File: config.mk
export PLATFORM = sky130hd
export DESIGN_NAME = bp_coh_wormhole_inject_arb_flat
export DESIGN_NICKNAME = d
export VERILOG_FILES = /design/src/rtl/bp_coh_wormhole_inject_arb_pkg.sv /design/src/rtl/bp_coh_wormhole_inject_arb_if.sv /design/src/rtl/bp_rr_pick.sv /design/src/rtl/bp_coh_wormhole_inject_arb.sv /design/src/flat_wrapper.sv
export SDC_FILE = /design/constraint.sdc
export NUM_CORES = 1
export LEC_CHECK = 0
export ABC_AREA = 1
export CAP_MARGIN = 0
export CORE_AREA = 4 4 128 130
export DETAILED_ROUTE_END_ITERATION = 8
export DIE_AREA = 0 0 132 134
export DONT_BUFFER_PORTS = 1
export PLACE_DENSITY_LB_ADDON = 0.3
export SLEW_MARGIN = 10
export SYNTH_ARGS = -nofsm -noshare
export SYNTH_HDL_FRONTEND = slang
export SYNTH_SLANG_ARGS = --single-unit
File: constraint.sdc
create_clock -name clk_i -period 7.53 [get_ports clk_i]
set_input_delay 1.1295 -clock clk_i [delete_from_list [all_inputs] [get_ports clk_i]]
set_output_delay 1.1295 -clock clk_i [all_outputs]
set_load 0.05 [all_outputs]
File: src/rtl/bp_coh_wormhole_inject_arb_pkg.sv
// Shared definitions for the coherence-NoC wormhole injection arbiter.
//   inj_state_e  : arbiter FSM states (idle / burst)
//   extract_len  : pulls the wormhole length field out of a header flit
package bp_coh_inject_arb_pkg;

    typedef enum logic {
        e_inj_idle,
        e_inj_burst
    } inj_state_e;

    // Widest flit extract_len accepts; callers zero-extend into this width.
    localparam int unsigned max_flit_width_lp = 1024;

    // Returns flit[lsb +: width], zero-extended to 32 bits.
    function automatic logic [31:0] extract_len(
        input logic [max_flit_width_lp-1:0] flit,
        input int unsigned                  lsb,
        input int unsigned                  width
    );
        logic [max_flit_width_lp-1:0] shifted;
        logic [31:0]                  mask;
        shifted = flit >> lsb;
        mask    = (width >= 32) ? '1 : ((32'd1 << width) - 32'd1);
        return shifted[31:0] & mask;
    endfunction

endpackage

File: src/rtl/bp_coh_wormhole_inject_arb_if.sv
// Handshake bundle between tile packet sources, the injection arbiter and
// the router local input port.
//   data_i/v_i/ready_and_o : per-requester flit, valid, ready_and
//   data_o/v_o/ready_and_i : arbitrated link to the router
// slave  : arbiter view
// master : environment view (sources + router)
interface bp_coh_wormhole_inject_arb_if #(
    parameter int unsigned num_req_p    = 4,
    parameter int unsigned flit_width_p = 64
);
    logic [num_req_p*flit_width_p-1:0] data_i;
    logic [num_req_p-1:0]              v_i;
    logic [num_req_p-1:0]              ready_and_o;
    logic [flit_width_p-1:0]           data_o;
    logic                              v_o;
    logic                              ready_and_i;

    modport slave (
        input  data_i, v_i, ready_and_i,
        output ready_and_o, data_o, v_o
    );

    modport master (
        output data_i, v_i, ready_and_i,
        input  ready_and_o, data_o, v_o
    );
endinterface

File: src/rtl/bp_rr_pick.sv
// Combinational round-robin pick: first set v_i bit searching upward from
// last_grant_i+1 (mod num_req_p).
//   v_i          : request vector
//   last_grant_i : most recently granted index
//   pick_o       : chosen index (0 when any_v_o=0)
//   any_v_o      : at least one request present
module bp_rr_pick #(
    parameter int unsigned num_req_p    = 4,
    parameter int unsigned lg_num_req_p = $clog2(num_req_p)
) (
    input  logic [num_req_p-1:0]    v_i,
    input  logic [lg_num_req_p-1:0] last_grant_i,
    output logic [lg_num_req_p-1:0] pick_o,
    output logic                    any_v_o
);
    always_comb begin
        int unsigned idx;
        pick_o  = '0;
        any_v_o = 1'b0;
        // Scan farthest-first so the nearest candidate after last_grant_i
        // is the final (winning) assignment.
        for (int unsigned k = num_req_p; k >= 1; k--) begin
            idx = (32'(last_grant_i) + k) % num_req_p;
            if (v_i[idx]) begin
                pick_o  = lg_num_req_p'(idx);
                any_v_o = 1'b1;
            end
        end
    end
endmodule

File: src/rtl/bp_coh_wormhole_inject_arb.sv
// Packet-granular round-robin arbiter sharing one ready_and injection link
// among num_req_p sources. The grant locks from the header handshake until
// the last payload flit of the wormhole packet is accepted.
//   clk_i, reset_i : clock, asynchronous active-high reset
//   link           : requester and router handshake bundle (slave modport)
//   grant_id_o     : index currently driving link.data_o
//   busy_o         : multi-flit packet in progress
module bp_coh_wormhole_inject_arb
    import bp_coh_inject_arb_pkg::*;
#(
    parameter int unsigned num_req_p     = 4,
    parameter int unsigned flit_width_p  = 64,
    parameter int unsigned len_width_p   = 4,
    parameter int unsigned len_lsb_p     = 8,
    localparam int unsigned lg_num_req_lp = $clog2(num_req_p)
) (
    input  logic                     clk_i,
    input  logic                     reset_i,
    bp_coh_wormhole_inject_arb_if.slave link,
    output logic [lg_num_req_lp-1:0] grant_id_o,
    output logic                     busy_o
);
    inj_state_e               state_r, state_n;
    logic [len_width_p-1:0]   cnt_r, cnt_n;
    logic [lg_num_req_lp-1:0] lock_r, lock_n;
    logic [lg_num_req_lp-1:0] last_grant_r, last_grant_n;

    logic [lg_num_req_lp-1:0] pick, cur_id;
    logic                     any_v, v_raw, hs;
    logic [len_width_p-1:0]   hdr_len;

    bp_rr_pick #(
        .num_req_p   (num_req_p),
        .lg_num_req_p(lg_num_req_lp)
    ) u_pick (
        .v_i         (link.v_i),
        .last_grant_i(last_grant_r),
        .pick_o      (pick),
        .any_v_o     (any_v)
    );

    always_comb begin
        cur_id = last_grant_r;
        if (state_r == e_inj_burst) begin
            cur_id = lock_r;
        end else if (any_v) begin
            cur_id = pick;
        end
    end

    always_comb begin
        int unsigned base;
        base        = 32'(cur_id) * flit_width_p;
        link.data_o = link.data_i[base +: flit_width_p];
    end

    // Outputs are forced quiet while reset_i is high, independent of the
    // inputs, so an abandoned packet never leaks a flit during reset.
    assign v_raw      = (state_r == e_inj_burst) ? link.v_i[lock_r] : any_v;
    assign link.v_o   = v_raw & ~reset_i;
    assign grant_id_o = reset_i ? '0 : cur_id;
    assign busy_o     = (state_r == e_inj_burst) & ~reset_i;
    assign hs         = link.v_o & link.ready_and_i;

    always_comb begin
        link.ready_and_o = '0;
        if (!reset_i) begin
            link.ready_and_o[cur_id] = link.ready_and_i;
        end
    end

    assign hdr_len = len_width_p'(extract_len(max_flit_width_lp'(link.data_o),
                                              len_lsb_p, len_width_p));

    always_comb begin
        state_n      = state_r;
        cnt_n        = cnt_r;
        lock_n       = lock_r;
        last_grant_n = last_grant_r;
        case (state_r)
            e_inj_idle: begin
                if (hs) begin
                    last_grant_n = pick;
                    if (hdr_len != '0) begin
                        cnt_n   = hdr_len;
                        lock_n  = pick;
                        state_n = e_inj_burst;
                    end
                end
            end
            e_inj_burst: begin
                if (hs) begin
                    cnt_n = cnt_r - len_width_p'(1);
                    if (cnt_r == len_width_p'(1)) begin
                        state_n = e_inj_idle;
                    end
                end
            end
            default: state_n = e_inj_idle;
        endcase
    end

    always_ff @(posedge clk_i or posedge reset_i) begin
        if (reset_i) begin
            state_r      <= e_inj_idle;
            cnt_r        <= '0;
            lock_r       <= '0;
            last_grant_r <= lg_num_req_lp'(num_req_p - 1);
        end else begin
            state_r      <= state_n;
            cnt_r        <= cnt_n;
            lock_r       <= lock_n;
            last_grant_r <= last_grant_n;
        end
    end
endmodule

File: src/flat_wrapper.sv
// flat-port wrapper written by rule: the top's interface ports become plain ports
module bp_coh_wormhole_inject_arb_flat import bp_coh_inject_arb_pkg::*;
#(
    parameter int unsigned num_req_p     = 4,
    parameter int unsigned flit_width_p  = 64,
    parameter int unsigned len_width_p   = 4,
    parameter int unsigned len_lsb_p     = 8,
    localparam int unsigned lg_num_req_lp = $clog2(num_req_p)
)
  (clk_i, reset_i, grant_id_o, busy_o, link_data_i, link_v_i, link_ready_and_i, link_ready_and_o, link_data_o, link_v_o);
  bp_coh_wormhole_inject_arb_if #(.num_req_p(num_req_p), .flit_width_p(flit_width_p)) link_i ();
  input  logic clk_i;
  input  logic reset_i;
  output logic [lg_num_req_lp-1:0] grant_id_o;
  output logic busy_o;
  input wire logic [$bits(link_i.data_i)-1:0] link_data_i;
  input wire logic [$bits(link_i.v_i)-1:0] link_v_i;
  input wire logic [$bits(link_i.ready_and_i)-1:0] link_ready_and_i;
  output wire logic [$bits(link_i.ready_and_o)-1:0] link_ready_and_o;
  output wire logic [$bits(link_i.data_o)-1:0] link_data_o;
  output wire logic [$bits(link_i.v_o)-1:0] link_v_o;
  assign link_i.data_i = link_data_i;
  assign link_i.v_i = link_v_i;
  assign link_i.ready_and_i = link_ready_and_i;
  assign link_ready_and_o = link_i.ready_and_o;
  assign link_data_o = link_i.data_o;
  assign link_v_o = link_i.v_o;
  bp_coh_wormhole_inject_arb #(.num_req_p(num_req_p), .flit_width_p(flit_width_p), .len_width_p(len_width_p), .len_lsb_p(len_lsb_p)) u_core (.clk_i(clk_i), .reset_i(reset_i), .link(link_i), .grant_id_o(grant_id_o), .busy_o(busy_o));
endmodule
== Word-level counts from Yosys, hierarchy flattened ==
Cells that the tools add are included.

* Input port bits: 263
* Output and inout bits: 72
* Bits in read-only memories: 0
* Memories kept: 0
* RAM bits: 0
* Word-level logic and storage cells: 66
* Register bits: 9
* Latch bits: 0

* Add/subtract/negate cells: 5
* Mux-type cells: 34
* Bitwise operators: 6
* Shift-type cells: 1
* Reductions and logical operators: 5
* $lt $le $gt $ge: 7
* Multipliers: 0
* Divide/modulo/power cells: 0
* Eq/ne operators: 4

{| class="wikitable"
|+ Operators by type and width
! cell !! count
|-
| indexed part select 256 x 9 -> 64 bit || 1
|-
| less-than comparator 2 x 3 -> 1 bit (second input constant) || 6
|-
| 2-to-1 mux 4 bit || 4
|-
| 2-to-1 mux 1 bit || 15
|-
| 2-to-1 mux 2 bit || 7
|-
| binary-select mux 1 bit (select 2 bit) || 5
|-
| case mux 4 bit (2 select lines) || 1
|-
| AND reduction 3 bit || 2
|-
| adder 2 x 1 -> 2 bit (second input constant) || 2
|-
| adder 2 bit (second input constant) || 2
|-
| AND 4 bit || 1
|-
| == test 4 x 1 -> 1 bit (second input constant) || 1
|-
| != test 2 x 1 -> 1 bit (second input constant) || 2
|-
| nonzero test 4 bit || 1
|-
| subtractor 4 x 1 -> 4 bit (second input constant) || 1
|-
| AND 1 bit || 3
|-
| demux 1 bit (select 2 bit) || 1
|-
| >= comparator 2 x 1 -> 1 bit (second input constant) || 1
|-
| != test 2 bit (second input constant) || 1
|-
| inverter 1 bit || 2
|-
| case mux 1 bit (2 select lines) || 1
|-
| AND reduction 2 bit || 1
|-
| logical AND 1 bit || 1
|}

== Logic depth before layout (Yosys ltp) ==
* Word-level depth: 15
* Mapped depth: 21
* Depth with buffers taken out: 20

== Hierarchy ==
A second synthesis with hierarchy kept.

* Cell total of the unflattened synthesis: 466
* Area total of the unflattened synthesis: 2596.2 sq um

{| class="wikitable"
|+ By module, submodules not included
! module !! area an instance (sq um) !! seq. area each (sq um) !! instances !! cells each
|-
| bp_coh_wormhole_inject_arb || 2369.8 || 227.7 || 1 || 417
|-
| bp_rr_pick || 226.5 || 0.0 || 1 || 49
|}

== Worst setup path after synthesis ==
No wires, ideal clock.

* Path kind: input to output
* Start point: input link_v_i[3]
* End point: output link_ready_and_o[2]
* Arrival time: 3443 ps
* Cell stages on the path: 11
* Setup slack: 2957 ps
* Path buffers: 3
* Required time: 6400 ps
* Cells stage by stage: inv_1 nand2_1 and2_4 a21oi_2 nand3_1 a22oi_4 inv_2 buf_6 buf_2 buf_2 nor3_1

* Cells in the longest elaborated chain, start to end: 14
* Elaborated cells between the ends (all ways): 25
* Classes of those cells: order compare: 2; mux: 21; bitwise: 1; reduce/logical: 1

{| class="wikitable"
|+ RTL lines
! element !! line !! text
|-
| from (decl) || flat_wrapper.sv:17 || <nowiki>input wire logic [$bits(link_i.v_i)-1:0] link_v_i;</nowiki>
|-
| binary-select mux 1 bit (select 2 bit) || bp_rr_pick.sv:24 || <nowiki>if (v_i[idx]) begin</nowiki>
|-
| 2-to-1 mux 1 bit (implied by the code) || bp_rr_pick.sv:24 ||
|-
| 2-to-1 mux 2 bit / 2-to-1 mux 1 bit (equally long branches) (4 in series) || bp_rr_pick.sv:24 ||
|-
| 2-to-1 mux 2 bit * || bp_coh_wormhole_inject_arb.sv:46 || <nowiki>end else if (any_v) begin</nowiki>
|-
| 2-to-1 mux 2 bit * || bp_coh_wormhole_inject_arb.sv:44 || <nowiki>if (state_r == e_inj_burst) begin</nowiki>
|-
| less-than comparator 2 x 3 -> 1 bit (implied by the code) / >= comparator 2 x 1 -> 1 bit (equally long branches) || bp_coh_wormhole_inject_arb.sv:68 || <nowiki>link.ready_and_o[cur_id] = link.ready_and_i;</nowiki>
|-
| logical AND 1 bit (implied by the code) || bp_coh_wormhole_inject_arb.sv:68 ||
|-
| 2-to-1 mux 1 bit (implied by the code) || bp_coh_wormhole_inject_arb.sv:68 ||
|-
| demux 1 bit (select 2 bit) * || -- ||
|-
| AND 4 bit (no source line) * || -- ||
|-
| 2-to-1 mux 4 bit * || bp_coh_wormhole_inject_arb.sv:67 || <nowiki>if (!reset_i) begin</nowiki>
|-
| to (decl) || flat_wrapper.sv:19 || <nowiki>output wire logic [$bits(link_i.ready_and_o)-1:0] link_ready_and_o;</nowiki>
|}

Mark *: on every way between the ends. The rest lies on a longest branch, timed or not. The select of a mux whose other input is x is not followed.

== Worst setup path after layout ==
* Start point: input link_v_i[2]
* End point: output link_data_o[21]

* Cells in the longest elaborated chain, start to end: 9
* Elaborated cells between the ends (all ways): 19
* Classes of those cells: shift: 1; mux: 18

{| class="wikitable"
|+ RTL lines
! element !! line !! text
|-
| binary-select mux 1 bit (select 2 bit) || bp_rr_pick.sv:24 ||
|-
| 2-to-1 mux 1 bit (implied by the code) || bp_rr_pick.sv:24 ||
|-
| 2-to-1 mux 2 bit / 2-to-1 mux 1 bit (equally long branches) (4 in series) || bp_rr_pick.sv:24 ||
|-
| 2-to-1 mux 2 bit * || bp_coh_wormhole_inject_arb.sv:46 ||
|-
| 2-to-1 mux 2 bit * || bp_coh_wormhole_inject_arb.sv:44 ||
|-
| indexed part select 256 x 9 -> 64 bit * || bp_coh_wormhole_inject_arb.sv:54 || <nowiki>link.data_o = link.data_i[base +: flit_width_p];</nowiki>
|-
| to (decl) || flat_wrapper.sv:20 || <nowiki>output wire logic [$bits(link_i.data_o)-1:0] link_data_o;</nowiki>
|}

Marked as above.

==> impl.org <==
** Synthesis
- Number of instances in the synthesized netlist :: 458
- Cell type with the highest aggregate area in the netlist :: sky130_fd_sc_hd__nand3_1
- Sequential cells were found to cover 8.78% of the synthesized design area.
- Counting flops and latches in the post-synthesis netlist gives 9.
- Synth Warn # :: 0
- Cell types with the largest area share after synthesis :: sky130_fd_sc_hd__nand3_1 39%, sky130_fd_sc_hd__a22oi_1 17%, sky130_fd_sc_hd__nand2_1 11%, sky130_fd_sc_hd__dfrtp_1 6.8%, sky130_fd_sc_hd__buf_2 3.9%
- Total nets after synthesis :: 723
- Post-synth top area share :: 39.2%
- Counting distinct cell types in the post-synthesis netlist gives 32.
- Mean post-synth cell area :: 5.66 um2
- Cell area after synthesis :: 2590 um2

** Die
- Initial standard-cell utilization of the core :: between 10% and 20%
- The die is about 130 um wide.
- around 340 I/O pins were placed.
- Die height :: 134 um
- The die covers about 18000 um2.
- Core area :: 15100 um2
- The floorplan has 45 rows.

** Final layout
- In the final layout, flip-flops and latches occupy 228 um2.
- Fill cells in the final layout number between 1500 and 2000.
- Leaving out fill and tap cells, the most frequent cells in the layout are 203 x sky130_fd_sc_hd__nand3_1, 73 x sky130_fd_sc_hd__nand2_1, 60 x sky130_fd_sc_hd__a22oi_1, 16 x sky130_fd_sc_hd__inv_1, 10 x sky130_fd_sc_hd__nand2_2.
- Relative to the synthesized area, the layout overhead comes to 7.14%.
- Ratio of cells with drive above 1 in the final layout :: 8.94%
- The library cell used most frequently in the layout, excluding fill and tap cells, is sky130_fd_sc_hd__nand3_1.
- In the final layout, the multi-input gates occupy approximately 2100 um2.
- After the last flow step, the layout net total stands at between 600 and 700.

** Clock network
- Clock-pin slew on the worst setup and hold paths :: approximately 0.04 ns
- TritonCTS built the clock tree.
- The tree is rooted in a sky130_fd_sc_hd__clkbuf_16.
- Number of sinks driven by the clock tree :: 9
- Clock Path Buffers :: 2
- Clock network latency to the later pin of the worst-skew pair :: 0.23 ns
- Once the clock tree was built, the resizer swapped 0 gates to a different size.
- In this run, post-CTS hold repair placed 0 buffers.
- TritonCTS created 3 clock buffers.
- CTS built an H-tree with a depth of 1.
- Count of buffers added by post-CTS timing repair for setup :: 0

** Setup path
- CP peak stage delay :: between 0.6 and 0.7 ns
- Cell mode on critical path :: sky130_fd_sc_hd__nand2_1
- STA classifies the critical path startpoint as a primary input.
- CP required :: 6.40 ns
- Reg2Reg Launch Point :: u_core.last_grant_r[0]
- The slowest stage of the critical path is the sky130_fd_sc_hd__buf_4 cell.
- Worst R2R Path Depth :: 18
- Class of the most critical setup path :: primary input to output pin
- Internal reg-to-reg setup slack :: roughly 3.7 ns
- Walking the worst path, the cells encountered are nand2_1, nand2_1, nand2_1, nand2_2, nand3_1, nand3_1, nand2_1, o21ai_4, buf_4, nor2_4, buf_4, a22oi_1, nand3_1.
- Critical Path AT :: 4.12 ns
- Crit path max fanout :: a little over 70
- CP Capture Type :: output pin
- Counting both buffers and inverters, the worst setup path holds a total of 2.
- Cell type group with the largest total delay on the critical path :: simple AND/OR/NAND/NOR gates
- Worst reg2reg path endpoint :: u_core.lock_r[0]

** Timing
- Worst Clk Skew :: between 0.0006 and 0.0007 ns
- The worst path uses a little over two thirds of the clock period.
- Setup repair after global routing left no endpoint under its margin.
- Endpoints failing hold :: 0
- Based on the critical path, the design can be clocked at up to ~0.19 GHz.
- In the final timing run, aggregate negative setup slack is 0 ns.
- For the pin with the worst max-slew slack, the measured transition is about 0.97 ns.
- # setup viols final :: 0
- Pins over their slew limit :: 0
- In this run the tightest slew margin relative to its limit is a little over a third.
- Final critical-path required period :: 5.25 ns

** Placement
- Half-perimeter wire length of the detailed placement result :: between 10000 and 15000 um
- Port buffering added 0 buffers.
- RePlAce Congestion :: between 0.8 and 0.9

** Route
- After detailed routing, the average wire length per cell comes to around 26 um.
- Total wire length after detailed routing :: between 15000 and 20000 um
- Vias per inst :: about 5.7
- The final route contains between 3000 and 4000 vias.
- Number of antenna-violating nets in the routed design :: 0
- For this run, the detailed router's first-pass iteration total came to 5.
- Remaining routing DRC violations :: 0
- DRC marker count from the first detailed-route iteration :: about 260

** Outcome
- Status :: completed

** Global route
- The number of antenna violations at the first check in global routing is 1.
- Vias in the first global route :: roughly 3300
- Entering global routing, the biggest net connects 73 pins.
- Wire length of the first global-routing pass :: between 20000 and 25000 um
- Global routing consumed, over all layers together, 16.2% of the routing resources.
- Overall overflow remaining after global route :: 0

** Run
- Number of maximum-capacitance violations :: 0

** Hold path
- Critical hold path startpoint :: u_core.cnt_r[1]
- Hold Crit Class :: flip-flop to flip-flop
- The worst hold path passes through 2 cells.
- Sink of the worst hold path :: u_core.cnt_r[1]
registers in the layout (all words and copies together) (netlist names):
register and cells:
u_core.last_grant_r 2, u_core.cnt_r 4, u_core.state_r 1, u_core.lock_r 2
how the worst max path moves through the flow:
stage	start	end	cells past startpoint
2_1_floorplan	link_v_i[3]	link_ready_and_o[2]	11
3_3_place_gp	link_v_i[2]	link_data_o[59]	14
3_5_place_dp	link_v_i[3]	link_data_o[7]	14
4_1_cts	link_v_i[3]	link_data_o[7]	14
5_1_grt	link_v_i[2]	link_data_o[46]	14
6_report	link_v_i[2]	link_data_o[21]	13
cells in the mapped netlist:
cell type and n:
sky130_fd_sc_hd__a21oi_1 3, sky130_fd_sc_hd__a21oi_2 1, sky130_fd_sc_hd__a22oi_1 60, sky130_fd_sc_hd__a22oi_4 1
sky130_fd_sc_hd__a31oi_1 1, sky130_fd_sc_hd__a32o_1 1, sky130_fd_sc_hd__and2_4 1, sky130_fd_sc_hd__buf_1 1
sky130_fd_sc_hd__buf_2 20, sky130_fd_sc_hd__buf_4 1, sky130_fd_sc_hd__buf_6 2, sky130_fd_sc_hd__clkbuf_1 18
sky130_fd_sc_hd__dfrtp_1 7, sky130_fd_sc_hd__dfstp_2 2, sky130_fd_sc_hd__ha_1 2, sky130_fd_sc_hd__inv_1 16
sky130_fd_sc_hd__inv_2 3, sky130_fd_sc_hd__inv_4 1, sky130_fd_sc_hd__nand2_1 73, sky130_fd_sc_hd__nand2_2 10
sky130_fd_sc_hd__nand3_1 203, sky130_fd_sc_hd__nand3_2 1, sky130_fd_sc_hd__nand3b_1 1, sky130_fd_sc_hd__nor2_1 8
sky130_fd_sc_hd__nor2_2 2, sky130_fd_sc_hd__nor2_4 2, sky130_fd_sc_hd__nor3_1 4, sky130_fd_sc_hd__o21ai_0 9
sky130_fd_sc_hd__o21ai_4 1, sky130_fd_sc_hd__or2_2 1, sky130_fd_sc_hd__xnor2_1 1, sky130_fd_sc_hd__xor2_1 1
worst min-delay path, delay by kind of cell, from the launching register on:
| family | cells | cell delay [ns] |
|---|---|---|
| flip-flops | 1 | 0.34 |
| AND/OR/NAND/NOR | 2 | 0.09 |
per-layer routing:
| layer | up-vias | global-route usage, % | routed length [um] |
|---|---|---|---|
| li1 | 1601 | - | - |
| met1 | 1680 | 20.1 | 6460 |
| met2 | 224 | 23.9 | 7000 |
| met3 | 18 | 10.7 | 2420 |
| met4 | 0 | 2.86 | 303 |
| met5 | - | 0 | 0 |
cell type report:
class,count,area share [%]
antenna,1,0.0901
clock buffer,4,2.84
inverter,20,2.88
multi-input combinational,387,76.2
sequential,9,8.20
tap,188,8.47
timing repair buffer,5,1.35
logic make-up after synthesis:
logic type               count (synthesis)  synth area share [%]
AND/OR/NAND/NOR                        306                  56.7
adder cells (fa/ha/maj)                  2                 0.965
XOR/XNOR                                 2                 0.676
flip-flops                               9                  8.78
AO/OA/AOI/OAI                           77                  22.1
buffers and inverters                   62                  10.8
stage by stage:
stage | instance area (um2) | hold WS (ns) | cells | util (%) | setup slack [ns]
6_report | 2780 | 0.467 | 614 | 18.3 | 2.28
5_1_grt | 2780 | 0.494 | 614 | 18.3 | 1.96
4_1_cts | 2780 | 0.474 | 613 | 18.3 | 2.26
3_5_place_dp | 2700 | 0.464 | 609 | 17.8 | 2.27
3_3_place_gp | 2700 | 0.466 | 609 | 17.8 | 2.29
2_1_floorplan | 2590 | 0.442 | 458 | - | 2.96
Power is not shown: default switching activity piles up to over one toggle a cycle in this logic, so the estimate is an artifact.
